--- config.mk ---
export PLATFORM = sky130hd
export DESIGN_NAME = fpu_cmd_seq
export DESIGN_NICKNAME = d
export VERILOG_FILES = /design/src/rtl/fpu_cmd_seq.sv
export SDC_FILE = /design/constraint.sdc
export NUM_CORES = 1
export LEC_CHECK = 0
export BUFFER_PORTS_ARGS = -buffer_cell sky130_fd_sc_hd__buf_2
export CELL_PAD_IN_SITES_DETAIL_PLACEMENT = 0
export CELL_PAD_IN_SITES_GLOBAL_PLACEMENT = 2
export CORE_UTILIZATION = 43
export DETAILED_ROUTE_END_ITERATION = 16
export PLACE_DENSITY = 0.83
export SLEW_MARGIN = 20
export SYNTH_ARGS = -nofsm -noshare
export SYNTH_HDL_FRONTEND = slang
export SYNTH_SLANG_ARGS = --single-unit
--- constraint.sdc ---
create_clock -name clk_i -period 4.9 [get_ports clk_i]
set_input_delay 0.98 -clock clk_i [delete_from_list [all_inputs] [get_ports clk_i]]
set_output_delay 0.98 -clock clk_i [all_outputs]
set_load 0.1 [all_outputs]
--- src/rtl/fpu_cmd_seq.sv ---
// Command sequencer in front of the combinational bf16 fpu: buffers commands, issues one per
// cycle, registers each result on a valid/ready port, and tracks overflow and issue count.
module fpu_cmd_seq #(
   parameter int DEPTH = 4,
   parameter int CNT_W = 16
) (
   input  logic             clk_i,
   input  logic             rst_ni,
   input  logic             cmd_valid_i,
   output logic             cmd_ready_o,
   input  logic [3:0]       cmd_op_i,
   input  logic [15:0]      cmd_in1_i,
   input  logic [15:0]      cmd_in2_i,
   input  logic             cmd_chain_i,
   output logic [3:0]       fpu_op_o,
   output logic [15:0]      fpu_in1_o,
   output logic [15:0]      fpu_in2_o,
   input  logic [15:0]      fpu_out_i,
   input  logic             fpu_overflow_i,
   output logic             res_valid_o,
   input  logic             res_ready_i,
   output logic [15:0]      res_data_o,
   output logic             res_overflow_o,
   input  logic             clr_i,
   output logic             ovf_sticky_o,
   output logic [CNT_W-1:0] issued_cnt_o,
   output logic             busy_o
);

   localparam int PTR_W = (DEPTH > 1) ? $clog2(DEPTH) : 1;
   localparam logic [PTR_W:0] FULL_CNT = (PTR_W+1)'(DEPTH);

   typedef struct packed {
      logic [3:0]  op;
      logic [15:0] in1;
      logic [15:0] in2;
      logic        chain;
   } cmd_t;

   cmd_t             mem [DEPTH];
   cmd_t             head;
   logic [PTR_W-1:0] wr_ptr;
   logic [PTR_W-1:0] rd_ptr;
   logic [PTR_W:0]   count;
   logic [15:0]      last_res;
   logic             fifo_empty;
   logic             push;
   logic             issue;

   // Both ports: a transfer happens on the rising edge where valid && ready are high; the
   // producer holds valid and payload stable until then, and ready never depends on valid.
   assign fifo_empty  = (count == '0);
   assign cmd_ready_o = rst_ni && (count != FULL_CNT);
   assign push        = cmd_valid_i && cmd_ready_o;
   assign issue       = rst_ni && !fifo_empty && (!res_valid_o || res_ready_i);
   assign head        = mem[rd_ptr];
   assign busy_o      = !fifo_empty || res_valid_o;

   // The fpu sees zeros whenever nothing is issuing so its inputs are never undefined.
   always_comb begin
      fpu_op_o  = '0;
      fpu_in1_o = '0;
      fpu_in2_o = '0;
      if (issue) begin
         fpu_op_o  = head.op;
         fpu_in1_o = head.chain ? last_res : head.in1;
         fpu_in2_o = head.in2;
      end
   end

   always_ff @(posedge clk_i) begin
      if (push) begin
         mem[wr_ptr] <= '{op: cmd_op_i, in1: cmd_in1_i, in2: cmd_in2_i, chain: cmd_chain_i};
      end
   end

   always_ff @(posedge clk_i) begin
      if (!rst_ni) begin
         wr_ptr         <= '0;
         rd_ptr         <= '0;
         count          <= '0;
         last_res       <= '0;
         res_valid_o    <= 1'b0;
         res_data_o     <= '0;
         res_overflow_o <= 1'b0;
         ovf_sticky_o   <= 1'b0;
         issued_cnt_o   <= '0;
      end else begin
         if (push) wr_ptr <= wr_ptr + PTR_W'(1);
         if (issue) rd_ptr <= rd_ptr + PTR_W'(1);

         case ({push, issue})
            2'b10:   count <= count + (PTR_W+1)'(1);
            2'b01:   count <= count - (PTR_W+1)'(1);
            default: count <= count;
         endcase

         if (issue) begin
            res_valid_o    <= 1'b1;
            res_data_o     <= fpu_out_i;
            res_overflow_o <= fpu_overflow_i;
            last_res       <= fpu_out_i;
         end else if (res_valid_o && res_ready_i) begin
            res_valid_o <= 1'b0;
         end

         // A same-cycle overflow wins over clear so no overflow event is ever lost.
         if (issue && fpu_overflow_i) ovf_sticky_o <= 1'b1;
         else if (clr_i)              ovf_sticky_o <= 1'b0;

         if (clr_i)      issued_cnt_o <= issue ? CNT_W'(1) : '0;
         else if (issue) issued_cnt_o <= issued_cnt_o + CNT_W'(1);
      end
   end

endmodule

# Word level (Yosys, flattened, before mapping)
# Memories as Yosys holds them, arrays and structs flattened. A register that Yosys moved wholly into a read port is not among the register bits.
# Cells that the tools add are included.
dict set report word_totals {
  ff_bits 42
  mem_bits_rw 148
  in_bits 59
  output_inout_bits 73
  elab_cells 48
  memories 1
}
dict set report op_classes {
  add_sub_neg 5
  eq_ne 3
  muxes 16
  reduce_logical 15
}
# name words word_bits rd rd_clocked_by_memory_dff write_ports line
set memory_table {}
lappend memory_table {mem 4 37 1 1 1 40} ;# cmd_t mem [DEPTH];
# operator count
set op_table {}
lappend op_table {{$mux 16} 5}
lappend op_table {{$add 16x1->16 const B} 1}
lappend op_table {{$reduce_bool 2->1} 4}
lappend op_table {{$mux 1} 7}
lappend op_table {{$logic_and 1x1->1} 6}
lappend op_table {{$pmux 3 s2} 1}
lappend op_table {{$add 2x1->2 const B} 2}
lappend op_table {{$mux 2} 2}
lappend op_table {{$mux 4} 1}
lappend op_table {{$add 3x1->3 const B} 1}
lappend op_table {{$logic_not 3->1} 1}
lappend op_table {{$ne 3x3->1 const B} 1}
lappend op_table {{$sub 3x1->3 const B} 1}
lappend op_table {{$eq 2x1->1 const B} 1}
lappend op_table {{$eq 2x2->1 const B} 1}
lappend op_table {{$logic_not 1->1} 2}
lappend op_table {{$logic_or 1x1->1} 2}

# Longest topological paths before layout
# Gate-level depths: netlist (run 1).
dict set report depth {
  depth_word 6
  ltp_mapped 11
  depth_no_buf 9
}

# Worst setup path after synthesis (run 1)
# OpenSTA, ideal clock, no wires.
dict set report synth_path {
  path_kind {input to output}
  startpoint {in res_ready_i}
  endpoint {out fpu_in1_o[10]}
  t_arrival_ns 2.979
  required_time_ns 3.920
  path_slack_ns 0.941
  stages 6
  path_buffers 3
  cell_sequence {nand2b_1 nand3_2 buf_6 clkbuf_8 buf_2 nor2_1}
}
dict set report synth_between {
  elab_chain_len 3
}
# element line
set synth_lines {}
lappend synth_lines {{from (decl)} 21} ;# input logic res_ready_i,
lappend synth_lines {{$logic_or 1x1->1} 55} ;# assign issue = rst_ni && !fifo_empty && (!res_valid_o || res_ready_i);
lappend synth_lines {{$logic_and 1x1->1} 55}
lappend synth_lines {{$mux 16} 64} ;# if (issue) begin
lappend synth_lines {{to (decl)} 16} ;# output logic [15:0] fpu_in1_o,
# Every way passes these cells.

# Worst setup path in the final report (run 1)
dict set report layout_path {
  startpoint {in res_ready_i}
  endpoint {out fpu_in2_o[5]}
}
dict set report layout_between {
  elab_chain_len 3
}
# element line
set layout_lines {}
lappend layout_lines {{$logic_or 1x1->1} 55}
lappend layout_lines {{$logic_and 1x1->1} 55}
lappend layout_lines {{$mux 16} 64}
lappend layout_lines {{to (decl)} 17} ;# output logic [15:0] fpu_in2_o,
# Every way passes these cells.

==> flow_metrics.env, run 1 <==
export IMPL_layout_cells_non_filler=844
export IMPL_drive_gt1_share_pct=35.3
export IMPL_place_inst=811
export IMPL_r2r_end="count[2]"
export IMPL_clk_path_buf_depth=2
export IMPL_drt_first_pass_iters=4
export IMPL_max_stage_delay_ps=520
export IMPL_ys_warnings_count=0
export IMPL_grt_util_all_layers_pct=18.3
export IMPL_drv_cap=0
export IMPL_critPathLaunchType="input port"
export IMPL_finalCritPeriodShare_pct=73.5
export IMPL_rsz0062_at_grt="false"
export IMPL_worstSetupPathType="input port to output pin"
export IMPL_dp_slack_ps=1290
export IMPL_crit_chain="buf_2 -> nand2b_1 -> nand3_2 -> buf_4 -> inv_2 -> and2_1 -> buf_12"
export IMPL_critPathRequiredTime_ps=3920
export IMPL_wirelength_mm=15.3
export IMPL_antenna_found_initial=4
export IMPL_yosys_cell_types_count=37
export IMPL_synth_area_per_cell_um2=16.1
export IMPL_post_cts_resized=0
export IMPL_nFillCells=1425
export IMPL_multiInputGateArea_um2=2100
export IMPL_finalHoldViolCount=0
export IMPL_ctsHoldBuffers=0
export IMPL_clkTransAtPathRegs_ps=70
export IMPL_initial_core_util_pct=44.0
export IMPL_power_leakage_uw=0.00342
export IMPL_core_area_um2=17300
export IMPL_insertion_delay_ps=440
export IMPL_hp_start="res_overflow_o"
export IMPL_worstSetupEndpointType="output pin"
export IMPL_cts_htree_levels=4
export IMPL_cts_tree="built"
export IMPL_final_setup_viol_count=0
export IMPL_critPathSlowestCell="inv_2"
export IMPL_ys_ff_latch=192
export IMPL_cp_data_arrival_time_ps=2620
export IMPL_clock_skew_ps=22.2
export IMPL_slew_viol_final=0
export IMPL_avgRoutedWirePerCell_um=18.2
export IMPL_cts_sinks=192
export IMPL_setup_tns_ps=0
export IMPL_portBuffers=131
export IMPL_setup_ws_ps=1300
export IMPL_min_to="res_overflow_o"
export IMPL_syn_nets=540
export IMPL_worst_slew_pin_slew_ps=1060
export IMPL_syn_area_um2=7620
export IMPL_r2r_slack_ps=2050
export IMPL_syn_instance_count=474
export IMPL_postCtsSetupBuffers=0
export IMPL_die_x_um=135
export IMPL_die_y_um=135
export IMPL_grt_pass1_vias=4656
export IMPL_grt_overflow_total=0
export IMPL_crit_fanout=36
export IMPL_r2r_start="count[0]"
export IMPL_max_slew_margin_pct=29.5
export IMPL_whs_path_depth=2
export IMPL_dieArea_um2=18300
export IMPL_pwr_density_cell_nw_per_um2=598
export IMPL_finalNetCount=671
export IMPL_grt_pass1_wl_mm=24.5
export IMPL_grt_max_degree=38
export IMPL_rows=48
export IMPL_drtIter0Drc=204
export IMPL_vias_per_cell=5.22
export IMPL_final_seq_area_um2=5330
export IMPL_cts_root_buf="clkbuf_16"
export IMPL_status="finished, final reports clean"
export IMPL_cts_made_buffers=17
export IMPL_hold_class="register to register"
export IMPL_ir_drop_uv=388
export IMPL_drc=0
export IMPL_gp_congestion=0.781
export IMPL_fin_crit_ps=3600
export IMPL_io_pins=132
export IMPL_ant_nets=0
export IMPL_whs_ps=457
export IMPL_hpwl_mm=9.51
export IMPL_vias=4408
export IMPL_yosysSeqAreaShare_pct=69.9
export IMPL_fmax_mhz=278
export IMPL_ff2ff_path_depth=10
export IMPL_area_growth_syn_to_layout_pct=22.7
==> cell usage in the layout, fill, tap and decap left out, types with 2 or more instances in the layout <==
cell type and count:
nand3_1 20, and2_1 20, inv_1 10, nand2b_1 2, and4_1 2, inv_6 8
o21ai_0 8, or4_1 7, xor2_1 5, buf_2 111, buf_4 6, clkbuf_16 17
nand4_1 7, and2_2 3, inv_8 3, o31ai_1 9, dfxtp_1 42, ha_1 6
nand2_1 43, dfxtp_2 2, nor2_1 26, a21oi_1 16, buf_12 20, xnor2_1 2
edfxtp_1 148, mux4_2 37, or3_1 5, mux2i_1 16
==> cells in the mapped netlist <==
master | n | area share (%)
edfxtp_1 | 148 | 58
dfxtp_1 | 44 | 12
nand2_1 | 43 | 2.1
mux4_2 | 37 | 11
nor2_1 | 26 | 1.3
and2_1 | 24 | 2.0
nand3_1 | 20 | 1.3
a21oi_1 | 16 | 1.1
mux2i_1 | 16 | 2.1
clkbuf_1 | 10 | 0.49
inv_1 | 10 | 0.49
o31ai_1 | 9 | 0.89
buf_2 | 8 | 0.53
o21ai_0 | 8 | 0.53
nand4_1 | 7 | 0.57
or4_1 | 7 | 0.69
ha_1 | 6 | 0.99
buf_6 | 5 | 0.74
or3_1 | 5 | 0.41
xor2_1 | 5 | 0.57
and4_1 | 2 | 0.23
nand2b_1 | 2 | 0.16
xnor2_1 | 2 | 0.23
a31oi_1 | 1 | 0.082
and3_1 | 1 | 0.082
and4_4 | 1 | 0.15
clkbuf_2 | 1 | 0.066
clkbuf_8 | 1 | 0.18
clkinv_1 | 1 | 0.049
fa_1 | 1 | 0.26
inv_2 | 1 | 0.049
nand3_2 | 1 | 0.13
nand4_4 | 1 | 0.28
o311a_1 | 1 | 0.13
or2_2 | 1 | 0.082
or3_2 | 1 | 0.099
or3_4 | 1 | 0.15
==> metrics by stage <==
stage | total power (uW) | cell area (um2) | utilization, %
3_5_place_dp | 4280 | 8750 | 50.6
6_report | 5590 | 9350 | 54.0
2_1_floorplan | 3780 | 7620 | -
5_1_grt | 5810 | 9340 | 54.0
4_1_cts | 5650 | 9340 | 54.0
3_3_place_gp | 4260 | 8750 | 50.6
==> worst max path at each step <==
stage / slack (ps) / start / end
2_1_floorplan: 940 / res_ready_i / fpu_in1_o[10]
3_3_place_gp: 1330 / res_ready_i / fpu_op_o[0]
3_5_place_dp: 1290 / res_ready_i / fpu_in2_o[5]
4_1_cts: 1270 / res_ready_i / fpu_in2_o[5]
5_1_grt: 1150 / res_ready_i / fpu_op_o[0]
6_report: 1300 / res_ready_i / fpu_in2_o[5]
==> kinds of logic after synthesis <==
family	count (synthesis)	synth area share, %
and+or+nand+nor	143	9.72
xor gates and xnor gates	7	0.805
adders and majority gates	7	1.25
DFF	192	69.9
buffers and inverters	37	2.60
muxes	53	13.0
AOI/OAI and AO/OA	35	2.68
==> registers in the layout (all words and copies together) (netlist names), named ones only <==
| register | count |
|---|---|
| last_res | 16 |
| wr_ptr | 2 |
| count | 3 |
| res_valid_o | 1 |
| rd_ptr | 2 |
| issued_cnt_o | 16 |
| ovf_sticky_o | 1 |
| res_overflow_o | 1 |
| mem | 148 |
==> power breakdown <==
| part | total (uW) | internal, uW | switching [uW] |
|---|---|---|---|
| Clock | 1380 | 730 | 647 |
| Combinational | 2230 | 607 | 1630 |
| Sequential | 1980 | 1900 | 82.5 |
| Total | 5590 | 3240 | 2360 |
==> critical path, delay by kind of cell <==
family	cells	cell delay (ps)
buf+inv	4	1020
simple gates	3	600
==> routing by layer <==
metal	track usage (%)	vias to the layer above	part of all wire (%)
li1	-	2071	-
met2	29.3	114	49
met3	5.78	16	6.3
met5	0	-	0.16
met4	6.99	4	1.1
met1	23.1	2203	43
==> area by class of cell <==
cell class / instances / area share, %
diodes: 1 / 0.0268
clock buffers: 18 / 4.59
clock inverters: 14 / 1.70
inverters: 12 / 0.482
multi-input cells: 245 / 22.5
flip-flops and latches: 192 / 57.0
well taps: 225 / 3.01
repair buffers: 137 / 10.7
Note: power is estimated with default switching activity, not from simulation.
==> run 2, diff against run 1 <==
- CORE_UTILIZATION: 43 -> 36
- PLACE_DENSITY: 0.83 -> 0.74
- clock period: 4.9 -> 3.1 ns (I/O delays scaled with it)
==> run 2 against run 1 <==
Compared with the run above: wire length up 9.1%; global-route usage fell by 2.0 points; clock skew up 11 ps; total power is 65% higher; critical path type is now register to output pin; register-to-register slack got worse by 1200 ps; critical endpoint is now fpu_in1_o[12]; final area up 5.2%; largest cell class unchanged; hold slack worse by 89 ps; flip-flop and latch count did not move; sequential share of layout area shrank 2.8 points; combinational power rose by 69%.
==> flow_metrics.env, run 2 (synthesized netlist as in run 1, its figures left out) <==
export IMPL_status="finished, final reports clean"
export IMPL_hp_start="fpu_out_i[13]"
export IMPL_vias=4419
export IMPL_die_y_um=147
export IMPL_rows=52
export IMPL_gp_congestion=0.731
export IMPL_vias_per_cell=4.93
export IMPL_cp_data_arrival_time_ps=2280
export IMPL_die_x_um=147
export IMPL_min_to="last_res[13]"
export IMPL_drtIter0Drc=258
export IMPL_drive_gt1_share_pct=37.1
export IMPL_insertion_delay_ps=440
export IMPL_cts_htree_levels=4
export IMPL_dieArea_um2=21700
export IMPL_grt_util_all_layers_pct=16.3
export IMPL_r2r_start="count[2]"
export IMPL_finalNetCount=678
export IMPL_reg_top3="mem: 148 flops, issued_cnt_o: 16 flops, last_res: 16 flops"
export IMPL_io_pins=132
export IMPL_clkTransAtPathRegs_ps=80
export IMPL_avgRoutedWirePerCell_um=18.7
export IMPL_largest_reg_flops=148
export IMPL_critPathSlowestCell="mux4_2"
export IMPL_cts_tree="built"
export IMPL_worstSetupPathType="register to output pin"
export IMPL_largest_register="mem"
export IMPL_final_cell_mix="148 x edfxtp_1, 95 x buf_2, 43 x nand2_1, 42 x dfxtp_1, 42 x buf_12"
export IMPL_cpLargestDelayFamily="multiplexers"
export IMPL_crit_chain="buf_12 -> mux4_2 -> mux2i_1 -> nor2_1 -> buf_12"
export IMPL_cts_made_buffers=17
export IMPL_grt_pass1_wl_mm=26.3
export IMPL_fin_crit_ps=2900
export IMPL_drv_cap=0
export IMPL_rsz0062_at_grt="false"
export IMPL_clock_skew_ps=33.3
export IMPL_cts_root_buf="clkbuf_16"
export IMPL_critPathRequiredTime_ps=2480
export IMPL_ff2ff_path_depth=9
export IMPL_portBuffers=131
export IMPL_core_area_um2=20500
export IMPL_r2r_slack_ps=860
export IMPL_initial_core_util_pct=37.2
export IMPL_power_leakage_uw=0.00353
export IMPL_finalCritPeriodShare_pct=93.6
export IMPL_final_common_cell="edfxtp_1"
export IMPL_grt_pass1_vias=4559
export IMPL_grt_max_degree=48
export IMPL_fmax_mhz=345
export IMPL_crit_fanout=32
export IMPL_path_buf_inv=2
export IMPL_max_slew_margin_pct=55.9
export IMPL_slew_viol_final=0
export IMPL_max_stage_delay_ps=590
export IMPL_whs_path_depth=3
export IMPL_antenna_found_initial=3
export IMPL_ant_nets=0
export IMPL_pwr_density_cell_nw_per_um2=936
export IMPL_hpwl_mm=11.1
export IMPL_clk_path_buf_depth=2
export IMPL_ir_drop_uv=503
export IMPL_cts_sinks=192
export IMPL_wirelength_mm=16.7
export IMPL_grt_overflow_total=0
export IMPL_hold_class="input port to register"
export IMPL_place_inst=861
export IMPL_final_setup_viol_count=0
export IMPL_r2r_end="count[2]"
export IMPL_worst_slew_pin_slew_ps=662
export IMPL_layout_cells_non_filler=896
export IMPL_fin_area_um2=9830
export IMPL_placed_cell_area_um2=9180
export IMPL_area_growth_syn_to_layout_pct=29.0
export IMPL_drc=0
export IMPL_worstSetupEndpointType="output pin"
export IMPL_drt_first_pass_iters=4
export IMPL_critPathLaunchType="register"
export IMPL_crit_top_cell="buf_12"
export IMPL_ctsHoldBuffers=0
export IMPL_finalHoldViolCount=0
-- run 2: cell type report --
type | count | area, um2
Timing Repair Buffer | 144 | 1370
Multi-Input combinational cell | 245 | 2110
Sequential cell | 192 | 5330
Antenna cell | 1 | 2.50
Clock inverter | 15 | 206
Inverter | 12 | 45.0
Tap cell | 270 | 338
Clock buffer | 17 | 425
Fill cell | 1779 | 10700
-- run 2: through the flow --
stage	util, %	TNS [ps]	total power (uW)	setup WS [ps]	hold slack, ps
floorplan	-	-3020	5990	-302	484
global placement	44.8	0	7010	506	446
detailed placement	44.8	0	7030	510	451
CTS	47.9	0	9320	28.8	347
global route	48.0	0	9580	44.1	351
finish	48.0	0	9200	199	368
-- run 2: worst reg2reg max path, stage by stage, from the launching register on --
cell and delay, ps:
dfxtp_1 400, inv_1 80, o311a_1 400, inv_1 90
ha_1 180, inv_1 60, fa_1 370, xor2_1 160
or3_1 310, a21oi_1 130
-- run 2: per-layer routing --
layer  track usage (%)  routed length (um)  vias to the layer above
met5                 0                  23                        -
met2              27.1                8370                      121
met3              4.32                 908                       12
met1              20.9                7300                     2187
met4              4.64                 120                        4
li1                  -                   -                     2095
-- run 2: repair_timing --
| item | in CTS | in global routing |
|---|---|---|
| hold endpoints to repair | 0 | 0 |
| setup endpoints to repair | 0 | 2 |
| setup buffers | 0 | 2 |
| gates resized for setup | 0 | 0 |
-- run 2: how the worst max path moves through the flow --
stage	start	to	slack, ps	depth (start not counted)
after floorplan	res_valid_o	fpu_in1_o[10]	-300	6
after global placement	register	fpu_in1_o[10]	510	4
after detailed placement	register	fpu_in1_o[10]	510	4
after CTS	register	fpu_in1_o[10]	30	4
after global routing	register	fpu_in1_o[12]	40	5
final	register	fpu_in1_o[12]	200	5
-- run 2: power breakdown --
part / switching (uW) / internal, uW
combinational: 2630 / 1130
clock: 1130 / 1130
sequential: 178 / 3000
